===== config.mk =====
export PLATFORM = sky130hd
export DESIGN_NAME = gic_master
export DESIGN_NICKNAME = d
export VERILOG_FILES = /design/src/rtl/gic_pkg.sv /design/src/rtl/gic_cksum.sv /design/src/rtl/gic_master.sv
export SDC_FILE = /design/constraint.sdc
export NUM_CORES = 1
export LEC_CHECK = 0
export ABC_CLOCK_PERIOD_IN_PS = 1990
export BUFFER_PORTS_ARGS = -buffer_cell sky130_fd_sc_hd__buf_2
export CORE_UTILIZATION = 50
export CTS_BUF_LIST = sky130_fd_sc_hd__clkbuf_16
export DETAILED_ROUTE_END_ITERATION = 7
export PLACE_DENSITY = 0.76
export RECOVER_POWER = 25
export SLEW_MARGIN = 20
export SYNTH_ARGS = -nofsm -noshare
export SYNTH_HDL_FRONTEND = slang
export SYNTH_SLANG_ARGS = --single-unit

===== constraint.sdc =====
create_clock -name wbs_clk_i -period 1.99 [get_ports wbs_clk_i]
set_input_delay 0.199 -clock wbs_clk_i [delete_from_list [all_inputs] [get_ports wbs_clk_i]]
set_output_delay 0.199 -clock wbs_clk_i [all_outputs]
set_load 0.05 [all_outputs]

===== src/rtl/gic_pkg.sv =====
// Shared GIC nibble-link definitions: framing nibbles, response codes, checksum
// mask and helpers used by both the master and slave link endpoints.
package gic_pkg;

  localparam logic [3:0] GIC_INIT_REQ   = 4'b1010;
  localparam logic [3:0] GIC_INIT_RSP   = 4'b0101;
  localparam logic [3:0] GIC_IDLE_NIB   = 4'b1111;
  localparam logic [3:0] GIC_RSP_ACK    = 4'b0001;
  localparam logic [3:0] GIC_RSP_ERR    = 4'b0010;
  localparam logic [3:0] GIC_RSP_RTY    = 4'b0100;
  localparam logic [3:0] GIC_CMD_WR     = 4'b0001;
  localparam logic [3:0] GIC_CKSUM_MASK = 4'b1100;

  typedef enum logic [3:0] {
    ST_IDLE, ST_INIT, ST_CMD, ST_SEL, ST_ADR, ST_DAT,
    ST_CKSUM, ST_WAIT, ST_RESP, ST_RDAT, ST_RCKSUM, ST_TERM
  } gic_state_e;

  typedef enum logic [1:0] {TRM_ACK, TRM_ERR, TRM_RTY} gic_term_e;

  // Unknown response codes are folded into an error termination.
  function automatic gic_term_e gic_decode_rsp(input logic [3:0] nib);
    gic_term_e res;
    case (nib)
      GIC_RSP_ACK: res = TRM_ACK;
      GIC_RSP_RTY: res = TRM_RTY;
      default:     res = TRM_ERR;
    endcase
    return res;
  endfunction

  function automatic logic [3:0] gic_word_nib(input logic [31:0] w, input logic [2:0] idx);
    logic [31:0] sh;
    sh = w >> {~idx, 2'b00};
    return sh[3:0];
  endfunction

endpackage


===== src/rtl/gic_cksum.sv =====
// Nibble XOR checksum accumulator; the last nibble of a word group is folded
// with the checksum mask so word boundaries affect the result.
module gic_cksum
  import gic_pkg::*;
(
  input  logic       clk_i,
  input  logic       rst_i,
  input  logic       clr_i,
  input  logic       en_i,
  input  logic [3:0] nib_i,
  input  logic       last_i,
  output logic [3:0] cksum_o
);

  logic [3:0] acc_q, acc_d, base_s;

  always_comb begin
    base_s = clr_i ? 4'b0000 : acc_q;
    acc_d  = base_s;
    if (en_i) begin
      acc_d = base_s ^ nib_i ^ (last_i ? GIC_CKSUM_MASK : 4'b0000);
    end else begin
      acc_d = base_s;
    end
  end

  always_ff @(posedge clk_i) begin
    if (rst_i) acc_q <= 4'b0000;
    else       acc_q <= acc_d;
  end

  assign cksum_o = acc_q;

endmodule


===== src/rtl/gic_master.sv =====
// Wishbone slave to GIC nibble-link master: serialises one bus cycle into a
// request frame, waits for the remote response and terminates the bus cycle.
module gic_master
  import gic_pkg::*;
#(
  parameter logic [3:0] IDLE    = GIC_IDLE_NIB,
  parameter int         TIMEOUT = 1024
) (
  input  logic        wbs_clk_i,
  input  logic        wbs_rst_i,
  input  logic [31:0] wbs_adr_i,
  input  logic [31:0] wbs_dat_i,
  input  logic [3:0]  wbs_sel_i,
  input  logic        wbs_we_i,
  input  logic        wbs_stb_i,
  input  logic        wbs_cyc_i,
  input  logic [2:0]  wbs_cti_i,
  input  logic [1:0]  wbs_bte_i,
  output logic [31:0] wbs_dat_o,
  output logic        wbs_ack_o,
  output logic        wbs_err_o,
  output logic        wbs_rty_o,
  input  logic [3:0]  gic_dat_i,
  output logic [3:0]  gic_dat_o
);

  localparam int WCW = $clog2(TIMEOUT + 1);

  gic_state_e     state_q, state_d;
  gic_term_e      code_q, code_d, fin_s;
  logic [2:0]     cnt_q, cnt_d;
  logic [WCW-1:0] wait_q, wait_d;
  logic [31:0]    adr_q, adr_d, wdat_q, wdat_d, rdat_q, rdat_d;
  logic [3:0]     sel_q, sel_d, gic_q, gic_d;
  logic           we_q, we_d, abort_q, abort_d;
  logic           ack_q, ack_d, err_q, err_d, rty_q, rty_d;
  logic           to_term_s, ck_clr_s, ck_en_s, ck_last_s;
  logic [3:0]     ck_nib_s, ck_val_s;
  logic           unused_s;

  assign unused_s = ^{wbs_cti_i, wbs_bte_i};

  gic_cksum u_cksum (
    .clk_i   (wbs_clk_i),
    .rst_i   (wbs_rst_i),
    .clr_i   (ck_clr_s),
    .en_i    (ck_en_s),
    .nib_i   (ck_nib_s),
    .last_i  (ck_last_s),
    .cksum_o (ck_val_s)
  );

  always_comb begin
    state_d   = state_q;
    code_d    = code_q;
    cnt_d     = cnt_q;
    wait_d    = wait_q;
    adr_d     = adr_q;
    wdat_d    = wdat_q;
    rdat_d    = rdat_q;
    sel_d     = sel_q;
    we_d      = we_q;
    gic_d     = IDLE;
    ack_d     = 1'b0;
    err_d     = 1'b0;
    rty_d     = 1'b0;
    to_term_s = 1'b0;
    fin_s     = code_q;
    ck_clr_s  = 1'b0;
    ck_en_s   = 1'b0;
    // A dropped cyc only silences the termination; the link exchange runs on.
    abort_d   = abort_q | ((state_q != ST_IDLE) & ~wbs_cyc_i);
    case (state_q)
      ST_IDLE: begin
        if (wbs_stb_i && wbs_cyc_i) begin
          adr_d   = wbs_adr_i;
          wdat_d  = wbs_dat_i;
          sel_d   = wbs_sel_i;
          we_d    = wbs_we_i;
          abort_d = 1'b0;
          state_d = ST_INIT;
        end else begin
          state_d = ST_IDLE;
        end
      end
      ST_INIT: begin
        gic_d    = GIC_INIT_REQ;
        ck_clr_s = 1'b1;
        state_d  = ST_CMD;
      end
      ST_CMD: begin
        gic_d   = GIC_CMD_WR & {4{we_q}};
        state_d = ST_SEL;
      end
      ST_SEL: begin
        gic_d   = sel_q;
        ck_en_s = 1'b1;
        cnt_d   = 3'd0;
        state_d = ST_ADR;
      end
      ST_ADR: begin
        gic_d   = gic_word_nib(adr_q, cnt_q);
        ck_en_s = 1'b1;
        cnt_d   = cnt_q + 3'd1;
        if (cnt_q == 3'd7) state_d = we_q ? ST_DAT : ST_CKSUM;
        else               state_d = ST_ADR;
      end
      ST_DAT: begin
        gic_d   = gic_word_nib(wdat_q, cnt_q);
        ck_en_s = 1'b1;
        cnt_d   = cnt_q + 3'd1;
        if (cnt_q == 3'd7) state_d = ST_CKSUM;
        else               state_d = ST_DAT;
      end
      ST_CKSUM: begin
        gic_d   = ck_val_s;
        wait_d  = '0;
        state_d = ST_WAIT;
      end
      ST_WAIT: begin
        ck_clr_s = 1'b1;
        if (gic_dat_i == GIC_INIT_RSP) begin
          state_d = ST_RESP;
        end else if (wait_q == WCW'(TIMEOUT - 1)) begin
          to_term_s = 1'b1;
          fin_s     = TRM_ERR;
          state_d   = ST_TERM;
        end else begin
          wait_d = wait_q + WCW'(1);
        end
      end
      ST_RESP: begin
        code_d = gic_decode_rsp(gic_dat_i);
        cnt_d  = 3'd0;
        if (we_q) begin
          to_term_s = 1'b1;
          fin_s     = gic_decode_rsp(gic_dat_i);
          state_d   = ST_TERM;
        end else begin
          state_d = ST_RDAT;
        end
      end
      ST_RDAT: begin
        rdat_d  = {rdat_q[27:0], gic_dat_i};
        ck_en_s = 1'b1;
        cnt_d   = cnt_q + 3'd1;
        if (cnt_q == 3'd7) state_d = ST_RCKSUM;
        else               state_d = ST_RDAT;
      end
      ST_RCKSUM: begin
        to_term_s = 1'b1;
        fin_s     = (gic_dat_i != ck_val_s) ? TRM_ERR : code_q;
        state_d   = ST_TERM;
      end
      ST_TERM: state_d = ST_IDLE;
      default: state_d = ST_IDLE;
    endcase
    ck_nib_s  = (state_q == ST_RDAT) ? gic_dat_i : gic_d;
    ck_last_s = ((state_q == ST_ADR) || (state_q == ST_DAT) || (state_q == ST_RDAT))
                && (cnt_q == 3'd7);
    if (to_term_s && !abort_d) begin
      case (fin_s)
        TRM_ACK: ack_d = 1'b1;
        TRM_RTY: rty_d = 1'b1;
        default: err_d = 1'b1;
      endcase
    end else begin
      ack_d = 1'b0;
    end
  end

  always_ff @(posedge wbs_clk_i) begin
    if (wbs_rst_i) begin
      state_q <= ST_IDLE;
      code_q  <= TRM_ERR;
      cnt_q   <= 3'd0;
      wait_q  <= '0;
      adr_q   <= 32'd0;
      wdat_q  <= 32'd0;
      rdat_q  <= 32'd0;
      sel_q   <= 4'd0;
      we_q    <= 1'b0;
      abort_q <= 1'b0;
      gic_q   <= IDLE;
      ack_q   <= 1'b0;
      err_q   <= 1'b0;
      rty_q   <= 1'b0;
    end else begin
      state_q <= state_d;
      code_q  <= code_d;
      cnt_q   <= cnt_d;
      wait_q  <= wait_d;
      adr_q   <= adr_d;
      wdat_q  <= wdat_d;
      rdat_q  <= rdat_d;
      sel_q   <= sel_d;
      we_q    <= we_d;
      abort_q <= abort_d;
      gic_q   <= gic_d;
      ack_q   <= ack_d;
      err_q   <= err_d;
      rty_q   <= rty_d;
    end
  end

  assign gic_dat_o = gic_q;
  assign wbs_dat_o = rdat_q;
  assign wbs_ack_o = ack_q;
  assign wbs_err_o = err_q;
  assign wbs_rty_o = rty_q;

endmodule


==> results of run 1 <==
==> worst max-delay path, stage by stage, from the launching register on <==
cell and delay, ns:
dfxtp_1 0.30, and4bb_4 0.38, mux2_4 0.32, a221oi_2 0.23
nand4b_1 0.20, mux2i_1 0.21, mux2_1 0.34
==> state kept, by name, indices dropped and copies added (netlist names) <==
register	flops
adr_q	32
wbs_dat_o	32
wdat_q	32
wait_q	11
gic_dat_o	4
sel_q	4
state_q	4
u_cksum.cksum_o	4
cnt_q	3
code_q	2
abort_q	1
wbs_ack_o	1
wbs_err_o	1
wbs_rty_o	1
we_q	1
==> kinds of logic (layout without fill, tap and decap cells) <==
kind of cell | after synthesis | after routing | synth area share
AOI/OAI and AO/OA | 192 | 192 | 0.183
xor gates and xnor gates | 13 | 13 | 0.0188
adders and majority gates | 3 | 3 | 0.00619
buffers and inverters | 71 | 203 | 0.0485
DFF | 133 | 133 | 0.439
muxes | 27 | 27 | 0.0685
and+or+nand+nor | 329 | 329 | 0.236
==> through the flow <==
| step | total power, W | setup TNS (ns) | worst slack, ns | instance area, um^2 | hold slack [ns] |
|---|---|---|---|---|---|
| 2_1_floorplan | 0.00350 | -0.0605 | -0.0540 | 6070 | 0.335 |
| 4_1_cts | 0.00727 | -0.190 | -0.104 | 7590 | 0.00576 |
| 3_3_place_gp | 0.00379 | -0.472 | -0.166 | 6910 | 0.420 |
| 5_1_grt | 0.00755 | -0.833 | -0.229 | 7760 | 0.0147 |
| 3_5_place_dp | 0.00383 | -0.659 | -0.198 | 6910 | 0.426 |
| 6_report | 0.00729 | -0.129 | -0.104 | 7760 | 0.0176 |
==> power by group through the flow <==
stage | combinational [W] | sequential [W] | clock [W]
2_1_floorplan | 0.000551 | 0.00295 | 0
3_3_place_gp | 0.000870 | 0.00292 | 0
3_5_place_dp | 0.000897 | 0.00293 | 0
4_1_cts | 0.000918 | 0.00287 | 0.00348
5_1_grt | 0.00106 | 0.00289 | 0.00360
6_report | 0.000971 | 0.00288 | 0.00345
==> cell usage in the layout (no fill, tap or decap), types with 8 or more instances in the layout <==
cell type  synthesis  routed
clkbuf_1          49      40
buf_2              7      75
nor2b_1            9       8
clkbuf_16          0      17
mux2i_1           13      11
buf_4              1      40
mux4_2            11      11
xor2_1            11      11
o21ai_0           15      15
nand2_1          232     232
dfxtp_1          133     129
nor2_1            35      35
a21oi_1          128     122
==> layer usage <==
layer  vias up  wire length, um  GRT usage
met5         -                0          0
met4         0              302      0.109
met3        29              855     0.0610
met2       193             7910      0.442
met1      2715             6800      0.318
li1       2869                -          -
==> how the worst max path moves through the flow <==
stage,to,slack [ns],depth (start not counted)
finish,u_cksum.cksum_o[3],-0.10,6
floorplan,u_cksum.cksum_o[3],-0.05,8
global route,u_cksum.cksum_o[3],-0.23,6
global placement,u_cksum.cksum_o[3],-0.17,6
CTS,u_cksum.cksum_o[3],-0.10,6
detailed placement,u_cksum.cksum_o[1],-0.20,7
==> cell type report <==
class | instances | area share
Clock buffer | 17 | 0.0548
Inverter | 7 | 0.00339
Clock inverter | 15 | 0.0295
Timing Repair Buffer | 164 | 0.124
Sequential cell | 133 | 0.344
Multi-Input combinational cell | 564 | 0.421
Tap cell | 143 | 0.0231
==> repair_timing <==
action,CTS,global route
resized for setup,8,32
buffers inserted,0,10
setup endpoints to repair,7,14
pin swaps,2,7
hold buffers,0,0
endpoints found under the hold margin,0,0
==> flow_summary.json, run 1 <==
{
  "clockBufferDepth": 2,
  "wl_per_cell_um": 15.2,
  "clk_pin_slew_ns": 0.06,
  "chipWidth_um": 112,
  "dp.cells": 1001,
  "area_delta_synth_final_pct": 28.0,
  "finalHoldViolations": 0,
  "drt_first_iter_violations": 397,
  "maxSlewViolCount": 0,
  "fillers": 974,
  "core_mm2": 0.0116,
  "worst_setup_path_end_kind": "flop",
  "setup_violations": 2,
  "row_count": 39,
  "r2r_slack_ns": -0.10,
  "grt_pass1_wl_um": 26300,
  "relSlewSlack": 0.583,
  "r2r_start": "state_q[1]",
  "setup.worst_path.start_class": "flop",
  "cts_sinks": 133,
  "die-height_um": 112,
  "multi_input_area_mm2": 0.00327,
  "instances_no_fill": 1043,
  "min_from": "wbs_dat_i[2]",
  "ant_nets": 0,
  "power_density_mw_per_mm2": 940,
  "drive_above_1_share": 0.226,
  "cp-startpoint": "state_q[1]",
  "max_freq_mhz": 477,
  "power_frac_seq": 0.394,
  "dp_hpwl_um": 11000,
  "hp-class": "in -> reg",
  "ios": 121,
  "tritoncts.num_buffers": 17,
  "die-area_mm2": 0.0126,
  "utilization": 0.668,
  "grt_util_all_layers": 0.260,
  "syn_area_mm2": 0.00606,
  "swShare": 0.257,
  "crit_type": "reg -> reg",
  "yosysUniqueCellTypes": 61,
  "cts_tree": "built",
  "synth_most_common_cell": "nand2_1",
  "cts_max_level": 4,
  "power_switching_w": 0.00188,
  "r2r-end": "u_cksum.cksum_o[3]",
  "ys.flop_type": "dfxtp_1",
  "portBuffers": 115,
  "peakVddDrop_mv": 0.584,
  "p_comb_frac": 0.133,
  "synthTopCellsByCount": "nand2_1 (232), dfxtp_1 (133), a21oi_1 (128)",
  "wl_um": 15900,
  "ys_seq_elements": 133,
  "cts-root-buf": "clkbuf_16",
  "rsz0062_at_grt": "true",
  "violations": "design-rule violations, negative setup slack",
  "yosysWarningCount": 0,
  "clk_latency_ns": 0.42,
  "fin_crit_sh": 1.05,
  "avgSynthCellArea_um2": 7.89,
  "initial_core_util": 0.522,
  "cap_violations": 0,
  "worstRegToRegCells": 6,
  "antenna_found_initial": 0,
  "synth-edff-count": 0,
  "synth-async-reset-ratio": 0,
  "p_int_w": 0.00542,
  "cp_max_fo": 5,
  "yosysTopAreaCell": "dfxtp_1",
  "worst_slew_pin_slew_ns": 0.629,
  "via_per_inst": 5.57,
  "required_ns": 2.29,
  "gr-total-overflow": 0,
  "drc": 3,
  "clock_power_share": 0.472,
  "layout_setup_ws_ns": -0.104,
  "gp_congestion": 0.859,
  "cp.arrival_ns": 2.40,
  "outcome": "complete, but fails checks",
  "grt_pass1_vias": 5586,
  "vias": 5806,
  "synth_top_area_frac": 0.439,
  "grt_max_degree": 71,
  "period_minus_slack_ns": 2.09,
  "p_leak_nw": 2.86,
  "worst_clock_skew_ns": 0.00725,
  "hold_path_end": "wdat_q[2]",
  "final_nets": 972,
  "ff_latch_area_mm2": 0.00267,
  "holdPathStages": 3,
  "synthTopCellsByArea": "dfxtp_1 (44%), nand2_1 (14%), a21oi_1 (11%)",
  "syn_nets": 853,
  "drtPass1Iterations": 7,
  "antenna-diode-count": 0,
  "seq_area_frac_synth": 0.439,
  "synthCells": 768
}
Power figures use the tool's default switching activity.
==> run 2: changes to the inputs <==
--- a/config.mk
+++ b/config.mk
@@ -5,9 +5,10 @@
 export SDC_FILE = /design/constraint.sdc
 export NUM_CORES = 1
 export LEC_CHECK = 0
+export ABC_AREA = 1
 export ABC_CLOCK_PERIOD_IN_PS = 1990
 export BUFFER_PORTS_ARGS = -buffer_cell sky130_fd_sc_hd__buf_2
-export CORE_UTILIZATION = 50
+export CORE_UTILIZATION = 49
 export CTS_BUF_LIST = sky130_fd_sc_hd__clkbuf_16
 export DETAILED_ROUTE_END_ITERATION = 7
 export PLACE_DENSITY = 0.76
==> run 2 against run 1 <==
The run now ends clean. Flip-flop and latch count is the same. Sequential share of layout area grew 2.1 points. Worst hold slack gained 0.0021 ns. Final area shrank 5.8%. Critical path depth grew 6. Area after synthesis shrank 4.4%. Critical path type unchanged. First-iteration DRC count grew 3.8%. Largest power group unchanged. Maximum frequency grew 11%.
==> flow_summary.json, run 2 <==
{
  "outcome": "finished clean",
  "fin_crit_sh": 0.946,
  "drtPass1Iterations": 5,
  "synth-async-reset-ratio": 0,
  "vias": 5813,
  "clk_latency_ns": 0.42,
  "ys.flop_type": "dfxtp_1",
  "yosysTopAreaCell": "dfxtp_1",
  "final_common_cell": "nand2_1",
  "clockBufferDepth": 2,
  "holdWs_ns": 0.0197,
  "grt_max_degree": 48,
  "grt_pass1_vias": 5293,
  "drt_first_iter_violations": 412,
  "portBuffers": 115,
  "crit_top_cell": "nand2_1",
  "crit_type": "reg -> reg",
  "worst_setup_path_end_kind": "flop",
  "holdBufCountCts": 0,
  "top_usage_layer": "met2",
  "swShare": 0.252,
  "wl_per_cell_um": 13.6,
  "cp_slowest_cell": "dfxtp_1",
  "ant_nets": 0,
  "cp_max_fo": 10,
  "synth_most_common_cell": "nand2_1",
  "cp.arrival_ns": 2.20,
  "cp_top_family": "simple AND/OR/NAND/NOR gates",
  "grt_util_all_layers": 0.249,
  "gp_congestion": 0.848,
  "synth_top_area_frac": 0.459,
  "final_nets": 1037,
  "layout_common_cells": "nand2_1 (197), dfxtp_1 (131), nor2_1 (100)",
  "synth-edff-count": 0,
  "rsz0062_at_grt": "true",
  "setup.worst_path.start_class": "flop",
  "crit_path_end": "u_cksum.cksum_o[2]",
  "ios": 121,
  "cts_tree": "built",
  "seq_area_frac_synth": 0.459,
  "antenna-diode-count": 0,
  "avgSynthCellArea_um2": 6.97,
  "synthTopCellsByArea": "dfxtp_1 (46%), nand2_1 (13%), a21oi_1 (8.5%)",
  "yosysUniqueCellTypes": 31,
  "cp-startpoint": "state_q[2]",
  "required_ns": 2.31,
  "r2r_slack_ns": 0.11,
  "drc": 0,
  "yosysWarningCount": 0,
  "maxSlewViolCount": 0,
  "grt_pass1_wl_um": 24700,
  "row_count": 39,
  "max_freq_mhz": 531,
  "worst_slew_pin_slew_ns": 0.634,
  "p_comb_frac": 0.098,
  "relSlewSlack": 0.579,
  "ys_seq_elements": 133,
  "p_leak_nw": 3.08,
  "crit_buf_inv": 3,
  "hp-class": "in -> reg",
  "gr-total-overflow": 0,
  "die-height_um": 111,
  "wl_um": 15000,
  "clock_power_share": 0.487,
  "use_met3": 0.0618,
  "period_minus_slack_ns": 1.88,
  "syn_nets": 916,
  "core_mm2": 0.0115,
  "dp_hpwl_um": 10100,
  "cap_violations": 0,
  "chipWidth_um": 111,
  "die-area_mm2": 0.0123,
  "setup_violations": 0,
  "tritoncts.num_buffers": 17,
  "syn_area_mm2": 0.00580,
  "cts-root-buf": "clkbuf_16",
  "worstRegToRegCells": 12,
  "r2r_start": "state_q[2]",
  "synthCells": 831,
  "peakVddDrop_mv": 0.780,
  "power_density_mw_per_mm2": 941,
  "power_frac_seq": 0.416,
  "utilization": 0.637,
  "synthTopCellsByCount": "nand2_1 (200), dfxtp_1 (133), nor2_1 (105)",
  "worst_clock_skew_ns": 0.00888,
  "power_switching_w": 0.00173,
  "area_delta_synth_final_pct": 26.1,
  "drive_above_1_share": 0.177,
  "r2r-end": "u_cksum.cksum_o[2]",
  "fillers": 1054,
  "finalHoldViolations": 0,
  "p_int_w": 0.00515,
  "met1_usage": 0.320,
  "met2_usage": 0.397,
  "cts_max_level": 4,
  "clk_pin_slew_ns": 0.06,
  "cp_num_cells": 12,
  "crit_chain": "inv_1 -> nor2_4 -> buf_4 -> nand2_1 -> inv_1 -> nor2_2 -> nand2_1 -> nand2_1 -> nand2_1 -> nand3_1 -> nand2_1 -> nor2_1",
  "cts_sinks": 133,
  "max_stage_delay_ns": 0.33,
  "antenna_found_initial": 0,
  "via_per_inst": 5.25,
  "initial_core_util": 0.505
}
run 2: cell types whose count changed in the layout (fill, tap and decap cells not counted), moves of 8 or more:
| cell | change |
|---|---|
| nor2b_1 | -8 |
| a21oi_1 | -25 |
| nand3_1 | +60 |
| nand2_1 | -35 |
| nor2_1 | +65 |
| buf_4 | -14 |
| o21ai_0 | +44 |
| mux2i_1 | -11 |
| inv_1 | +54 |
| mux4_2 | -11 |
run 2: how the worst min path moves through the flow:
stage             startpoint        end  slack [ns]  cells past startpoint
2_1_floorplan   wbs_adr_i[0]   adr_q[0]        0.34                      2
3_3_place_gp       wdat_q[4]  wdat_q[4]        0.44                      2
3_5_place_dp       wdat_q[4]  wdat_q[4]        0.45                      2
4_1_cts        wbs_adr_i[24]  adr_q[24]       0.007                      3
5_1_grt        wbs_adr_i[24]  adr_q[24]        0.01                      3
6_report       wbs_adr_i[27]  adr_q[27]        0.02                      3
run 2: cell families (layout without fill, tap and decap cells):
| group | count (synthesis) | in the layout | share of synthesized area |
|---|---|---|---|
| and+or+nand+nor | 398 | 398 | 0.282 |
| DFF | 133 | 133 | 0.459 |
| xor gates and xnor gates | 4 | 4 | 0.00604 |
| buffers and inverters | 110 | 244 | 0.0782 |
| adders and majority gates | 3 | 3 | 0.00648 |
| AOI/OAI and AO/OA | 183 | 183 | 0.168 |
run 2: through the flow:
step	total power, W	worst slack, ns	TNS [ns]	area [um^2]	std cells
after floorplan	0.00333	0.234	0	5800	831
after global placement	0.00354	0.0651	0	6590	1071
after detailed placement	0.00356	0.0333	0	6590	1071
after CTS	0.00688	0.0388	0	7220	1103
after global routing	0.00711	-0.0827	-0.156	7310	1108
final	0.00687	0.107	0	7310	1108
run 2: routing by layer:
metal	up-vias	wire (um)
li1	2957	-
met1	2659	6870
met2	162	6910
met3	35	845
met4	0	412
met5	-	0
run 2: final cells by class:
cell class	instances	area [um^2]	area share
Multi-Input combinational cell	588	2780	0.381
Sequential cell	133	2670	0.365
Timing Repair Buffer	147	808	0.111
Clock buffer	17	425	0.0582
Inverter	65	244	0.0334
Clock inverter	15	203	0.0277
Tap cell	143	179	0.0245
run 2: what timing repair did:
action | 4_1_cts | 5_1_grt
resized for setup | 1 | 30
hold endpoints to repair | 0 | 0
endpoints found under the setup margin | 3 | 10
buffers inserted | 0 | 4
gates cloned | 0 | 1
pin swaps | 0 | 6
run 2: worst register-to-register path, cell delays in order, from the launching register on:
cell and delay (ns):
dfxtp_1 0.33, inv_1 0.06, nor2_4 0.11, buf_4 0.17, nand2_1 0.09, inv_1 0.21
nor2_2 0.10, nand2_1 0.20, nand2_1 0.15, nand2_1 0.14, nand3_1 0.09, nand2_1 0.08
nor2_1 0.04
run 2: power by group through the flow:
stage / sequential, W / clock [W] / combinational [W]
floorplan: 0.00292 / 0 / 0.000404
global placement: 0.00291 / 0 / 0.000635
detailed placement: 0.00291 / 0 / 0.000645
CTS: 0.00286 / 0.00337 / 0.000651
global route: 0.00287 / 0.00349 / 0.000757
finish: 0.00286 / 0.00335 / 0.000671
